==> src/rtl/hilo_div_ctrl.sv <==
// hilo_div_ctrl
// Multi-cycle restoring divider for the execute stage. Accepts DIV/DIVU,
// holds the pipeline with stall_o while iterating one quotient bit per cycle,
// then presents {remainder, quotient} as a one-cycle HI/LO write.
//
// state  | meaning
// -------+------------------------------------------------------------
// IDLE   | waiting for start; divide-by-zero resolves straight to DONE
// BUSY   | one restoring step per cycle, WIDTH steps in total
// DONE   | result_o valid, ready_o/hilo_write_o high for this one cycle

module hilo_div_ctrl #(
    parameter int WIDTH = 32
) (
    input  logic                 clk,
    input  logic                 rst,
    input  logic                 start,
    input  logic                 signed_div,
    input  logic [WIDTH-1:0]     a,
    input  logic [WIDTH-1:0]     b,
    input  logic                 annul,
    output logic                 stall_o,
    output logic                 ready_o,
    output logic                 hilo_write_o,
    output logic [2*WIDTH-1:0]   result_o
);

    localparam int CW = (WIDTH > 1) ? $clog2(WIDTH) : 1;
    localparam logic [CW-1:0] LAST_STEP = CW'(WIDTH - 1);

    typedef enum logic [1:0] {
        S_IDLE = 2'd0,
        S_BUSY = 2'd1,
        S_DONE = 2'd2
    } state_t;

    state_t                 state_q,   state_d;
    logic [CW-1:0]          count_q,   count_d;
    logic [WIDTH-1:0]       rem_q,     rem_d;
    logic [WIDTH-1:0]       quo_q,     quo_d;
    logic [WIDTH-1:0]       div_q,     div_d;
    logic                   neg_quo_q, neg_quo_d;
    logic                   neg_rem_q, neg_rem_d;
    logic [2*WIDTH-1:0]     result_q,  result_d;

    // Operand conditioning and the single restoring step
    logic                   a_neg, b_neg;
    logic [WIDTH-1:0]       a_mag, b_mag;
    logic [WIDTH:0]         rem_sh;
    logic [WIDTH:0]         trial;
    logic                   take;
    logic [WIDTH-1:0]       rem_step, quo_step;
    logic [WIDTH-1:0]       rem_fix,  quo_fix;

    // Magnitudes at capture time, one restoring iteration, and final sign fix-up
    always_comb begin
        a_neg    = signed_div & a[WIDTH-1];
        b_neg    = signed_div & b[WIDTH-1];
        a_mag    = a_neg ? -a : a;
        b_mag    = b_neg ? -b : b;

        // The shifted partial remainder needs one extra bit: it can reach
        // 2*divisor-1, and the subtraction result then always fits WIDTH bits.
        rem_sh   = {rem_q, quo_q[WIDTH-1]};
        take     = (rem_sh >= {1'b0, div_q});
        trial    = rem_sh - {1'b0, div_q};
        rem_step = take ? trial[WIDTH-1:0] : rem_sh[WIDTH-1:0];
        quo_step = {quo_q[WIDTH-2:0], take};

        // Quotient sign is the XOR of operand signs; remainder follows the
        // dividend. The most-negative / -1 case wraps back to itself, which
        // is the required result.
        quo_fix  = neg_quo_q ? -quo_step : quo_step;
        rem_fix  = neg_rem_q ? -rem_step : rem_step;
    end

    // Next-state, datapath loads and the stall/ready strobes
    always_comb begin
        state_d   = state_q;
        count_d   = count_q;
        rem_d     = rem_q;
        quo_d     = quo_q;
        div_d     = div_q;
        neg_quo_d = neg_quo_q;
        neg_rem_d = neg_rem_q;
        result_d  = result_q;
        stall_o   = 1'b0;
        ready_o   = 1'b0;

        unique case (state_q)
            S_IDLE: begin
                if (start && !annul) begin
                    stall_o = 1'b1;
                    if (b == '0) begin
                        // Divide by zero: raw dividend as remainder, all-ones
                        // quotient, no iteration needed.
                        result_d = {a, {WIDTH{1'b1}}};
                        state_d  = S_DONE;
                    end else begin
                        rem_d     = '0;
                        quo_d     = a_mag;
                        div_d     = b_mag;
                        neg_quo_d = a_neg ^ b_neg;
                        neg_rem_d = a_neg;
                        count_d   = '0;
                        state_d   = S_BUSY;
                    end
                end
            end

            S_BUSY: begin
                stall_o = 1'b1;
                if (annul) begin
                    // Flush beats the last step too; result_o is left alone.
                    state_d = S_IDLE;
                end else begin
                    rem_d   = rem_step;
                    quo_d   = quo_step;
                    count_d = count_q + CW'(1);
                    if (count_q == LAST_STEP) begin
                        result_d = {rem_fix, quo_fix};
                        state_d  = S_DONE;
                    end
                end
            end

            S_DONE: begin
                // Write goes out regardless of annul; the pipeline drops it.
                ready_o = 1'b1;
                state_d = S_IDLE;
            end

            default: begin
                state_d = S_IDLE;
            end
        endcase
    end

    // State and datapath registers
    always_ff @(posedge clk or posedge rst) begin
        if (rst) begin
            state_q   <= S_IDLE;
            count_q   <= '0;
            rem_q     <= '0;
            quo_q     <= '0;
            div_q     <= '0;
            neg_quo_q <= 1'b0;
            neg_rem_q <= 1'b0;
            result_q  <= '0;
        end else begin
            state_q   <= state_d;
            count_q   <= count_d;
            rem_q     <= rem_d;
            quo_q     <= quo_d;
            div_q     <= div_d;
            neg_quo_q <= neg_quo_d;
            neg_rem_q <= neg_rem_d;
            result_q  <= result_d;
        end
    end

    assign hilo_write_o = ready_o;
    assign result_o     = result_q;

endmodule
==> config.mk <==
export PLATFORM = sky130hd
export DESIGN_NAME = hilo_div_ctrl
export DESIGN_NICKNAME = d
export VERILOG_FILES = /design/src/rtl/hilo_div_ctrl.sv
export SDC_FILE = /design/constraint.sdc
export NUM_CORES = 1
export LEC_CHECK = 0
export CORE_MARGIN = 4
export CORE_UTILIZATION = 56
export DETAILED_ROUTE_END_ITERATION = 6
export PLACE_DENSITY_LB_ADDON = 0.3
export SLEW_MARGIN = 10
export SYNTH_ARGS = -nofsm -noshare
export SYNTH_HDL_FRONTEND = slang
export SYNTH_SLANG_ARGS = --single-unit
==> constraint.sdc <==
create_clock -name clk -period 7.08 [get_ports clk]
set_input_delay 0.708 -clock clk [delete_from_list [all_inputs] [get_ports clk]]
set_output_delay 0.708 -clock clk [all_outputs]
set_load 0.01 [all_outputs]
==> impl_metrics.tcl <==
set metrics [dict create \
    status "complete, no violations" \
    slew-limit-headroom_pct 21.3 \
    chipWidth_um 156 \
    wl_mm 33.2 \
    clkLatencyLatePin_ns 0.44 \
    ir_drop_mv 0.160 \
    clock.fmax_mhz 191 \
    timing_hold_violations_final 0 \
    synthesis.nets 1647 \
    cts.sinks 169 \
    p_leak_nw 5.93 \
    maxCapViolCount 0 \
    synth_cell_type_count 80 \
    antenna_found_initial 0 \
    async_flop_share_pct 100 \
    hold_depth 1 \
    grt_usage_pct 27.1 \
    cts_buffer_depth 2 \
    postCtsSetupBuffers 0 \
    worstSetupPathType "register to register" \
    r2r_cells 16 \
    end_kind "register" \
    core_area_mm2 0.0213 \
    fin_skew_ns 0.0152 \
    diodes 0 \
    yosysSeqAreaShare_pct 34.5 \
    cts_max_level 4 \
    postLayoutCoreUtil_pct 67.0 \
    synth.cell_area_mm2 0.0123 \
    cts_tree "built" \
    avgSynthCellArea_um2 7.96 \
    grt_pass1_vias 10700 \
    drive_gt1_share_pct 5.24 \
    dp_hpwl_mm 24.4 \
    finalCritPeriodShare_pct 74.0 \
    crit_required_ns 7.37 \
    p_total_mw 3.84 \
    path_clk_slew_ns 0.07 \
    holdCritStartpoint "result_o[32]" \
    gp_routability_congestion 0.921 \
    worst_ep_arrival_time_ns 5.52 \
    syn_inst 1539 \
    fin_hold_ws_ns 0.488 \
    drt_iter0_markers 1049 \
    ios 136 \
    area_growth_pct 16.4 \
    drtPass1Iterations 6 \
    worst_pin_slew_ns 1.16 \
    gr-total-overflow 0 \
    start_util_pct 57.6 \
    rows 53 \
    pre_cts_ws_ns 1.91 \
    rsz0062_at_grt "false" \
    wl_per_cell_um 17.5 \
    antenna_left 0 \
    period_minus_slack_ns 5.24 \
    synth_edf_count 0 \
    r2r_start "rem_q[12]" \
    die_h_um 156 \
    grt_max_degree 101 \
    worst_setup_path_start_kind "register" \
    critPathMaxFanout 60 \
    cts_made_buffers 17 \
    worst_slack_ns 1.84 \
    portBuffers 135 \
    cts_root_buf "clkbuf_16" \
    viasPerCell 6.07 \
    yosysWarnings 0 \
    synth-main-ff-cell "dfrtp_1" \
    r2r-end "result_o[62]" \
    worstHoldEndpoint "result_o[32]" \
    power_density_mw_per_mm2 269 \
    cts_resized 0 \
    die-area_mm2 0.0243 \
    drc 0 \
    finalSetupTns_ns 0 \
    slew_viol_final 0 \
    setup_viol 0 \
    grt_pass1_wl_mm 54.0 \
    r2r_slack_ns 1.84 \
    cts_hold_buffers 0 \
    hold_path.class "register to register" \
    routed-via-count 11500 \
    ys_ff_latch 169 \
    fin_nets 1717 \
]
## worst max path at each step
stage	startpoint	to	slack [ns]	depth (start not counted)
5_1_grt	rem_q[12]	result_o[56]	1.55	16
2_1_floorplan	rst	count_q[0]	1.80	1
3_5_place_dp	rem_q[12]	result_o[62]	1.91	16
3_3_place_gp	rem_q[12]	result_o[56]	2.06	16
4_1_cts	rem_q[12]	result_o[62]	1.88	16
6_report	rem_q[12]	result_o[62]	1.84	16
## sequential cells by signal, summed over array words and instances (netlist names)
register / count
count_q: 5
div_q: 32
neg_quo_q: 1
neg_rem_q: 1
quo_q: 32
rem_q: 32
result_o: 64
state_q: 2
## per-layer routing
layer | share of wire [%] | GRT usage (%)
met1 | 44 | 37.8
met2 | 47 | 43.7
met3 | 7.9 | 4.88
met4 | 1.8 | 7.25
met5 | 0 | 0
## Yosys cell counts, drive strengths merged, types with 3 or more instances
cell | count | area, um2
nand2 | 217 | 817
dfrtp | 169 | 4230
a21oi | 155 | 787
nor2 | 153 | 574
o21ai | 153 | 766
xor2 | 67 | 587
xnor2 | 66 | 578
inv | 55 | 209
o31ai | 53 | 403
clkbuf | 52 | 195
buf | 42 | 218
ha | 38 | 475
a31oi | 28 | 175
or3 | 26 | 179
mux2i | 25 | 250
nor3 | 25 | 125
nand4 | 22 | 150
or4 | 16 | 120
nor4 | 14 | 93.8
o41ai | 14 | 130
nand2b | 12 | 75.1
nand3 | 12 | 60.1
a211oi | 9 | 67.6
and3 | 9 | 57.6
a21o | 8 | 60.1
mux2 | 8 | 90.1
nor2b | 8 | 50.1
nand3b | 6 | 45.0
o211ai | 6 | 45.0
o21a | 6 | 45.0
nor4b | 5 | 43.8
o22ai | 5 | 31.3
nor3b | 4 | 30.0
o31a | 4 | 35.0
or2 | 4 | 25.0
a211o | 3 | 27.5
a221oi | 3 | 32.5
a31o | 3 | 26.3
and2 | 3 | 18.8
nand4b | 3 | 26.3
o21bai | 3 | 22.5
## where the power goes
group | internal [mW] | leakage, nW | total [mW] | switching [mW]
clock | 0.509 | 0.286 | 0.949 | 0.440
sequential | 1.06 | 2.25 | 1.17 | 0.107
combinational | 0.646 | 3.40 | 1.72 | 1.08
total | 2.22 | 5.93 | 3.84 | 1.62
## metrics by stage
| step | std cells | cell area [um2] |
|---|---|---|
| after floorplan | 1539 | 12300 |
| after global placement | 1864 | 13700 |
| after detailed placement | 1864 | 13700 |
| after CTS | 1896 | 14300 |
| after global routing | 1897 | 14300 |
| final | 1897 | 14300 |
## critical path, cell delays in order, from the launching register on
cell      delay [ns]
dfrtp_1         0.45
ha_1            0.50
nand4_2         0.15
or3_4           0.42
a211o_1         0.33
a21oi_2         0.16
or2b_4          0.64
mux2i_1         0.39
ha_1            0.25
nand2b_1        0.12
or3_1           0.36
mux2_2          0.32
nor2_1          0.20
nand2_2         0.12
o41ai_2         0.39
xnor2_1         0.18
a21oi_2         0.08
## cells by family (layout without fill, tap and decap cells)
family	count (synthesis)	after routing	share of synthesized area (%)
and+or+nand+nor	546	546	20.9
AOI/OAI and AO/OA	470	470	23.2
DFF	169	169	34.5
buffers and inverters	149	232	5.07
xor gates and xnor gates	133	133	9.50
adders and majority gates	39	39	4.04
muxes	33	33	2.78
## layout by cell type (no fill, tap or decap), types with 6 or more instances in the layout
cell type	Yosys	layout
nand2_1	216	216
dfrtp_1	169	169
nor2_1	153	152
a21oi_1	152	152
o21ai_0	147	147
clkdlybuf4s50_1	0	135
xor2_1	67	67
xnor2_1	66	66
inv_1	54	52
o31ai_1	52	52
ha_1	38	38
a31oi_1	28	27
nor3_1	25	25
mux2i_1	25	25
or3_1	22	22
nand4_1	20	20
clkbuf_16	0	17
or4_1	16	16
nor4_1	13	13
o41ai_1	13	13
nand3_1	12	12
nand2b_1	12	11
a211oi_1	9	9
buf_4	5	9
mux2_2	8	8
a21o_1	8	8
and3_1	8	8
nor2b_1	8	7
nand3b_1	6	6
o21a_1	6	6
o211ai_1	6	6
## final cells by class
type / count / area [um2]
multi-input combinational: 1221 / 7450
inverter: 55 / 214
clock buffer: 18 / 439
tap: 275 / 344
fill: 1757 / 7020
sequential: 169 / 4230
timing repair buffer: 145 / 1440
clock inverter: 14 / 156
Power figures use the tool's default switching activity.
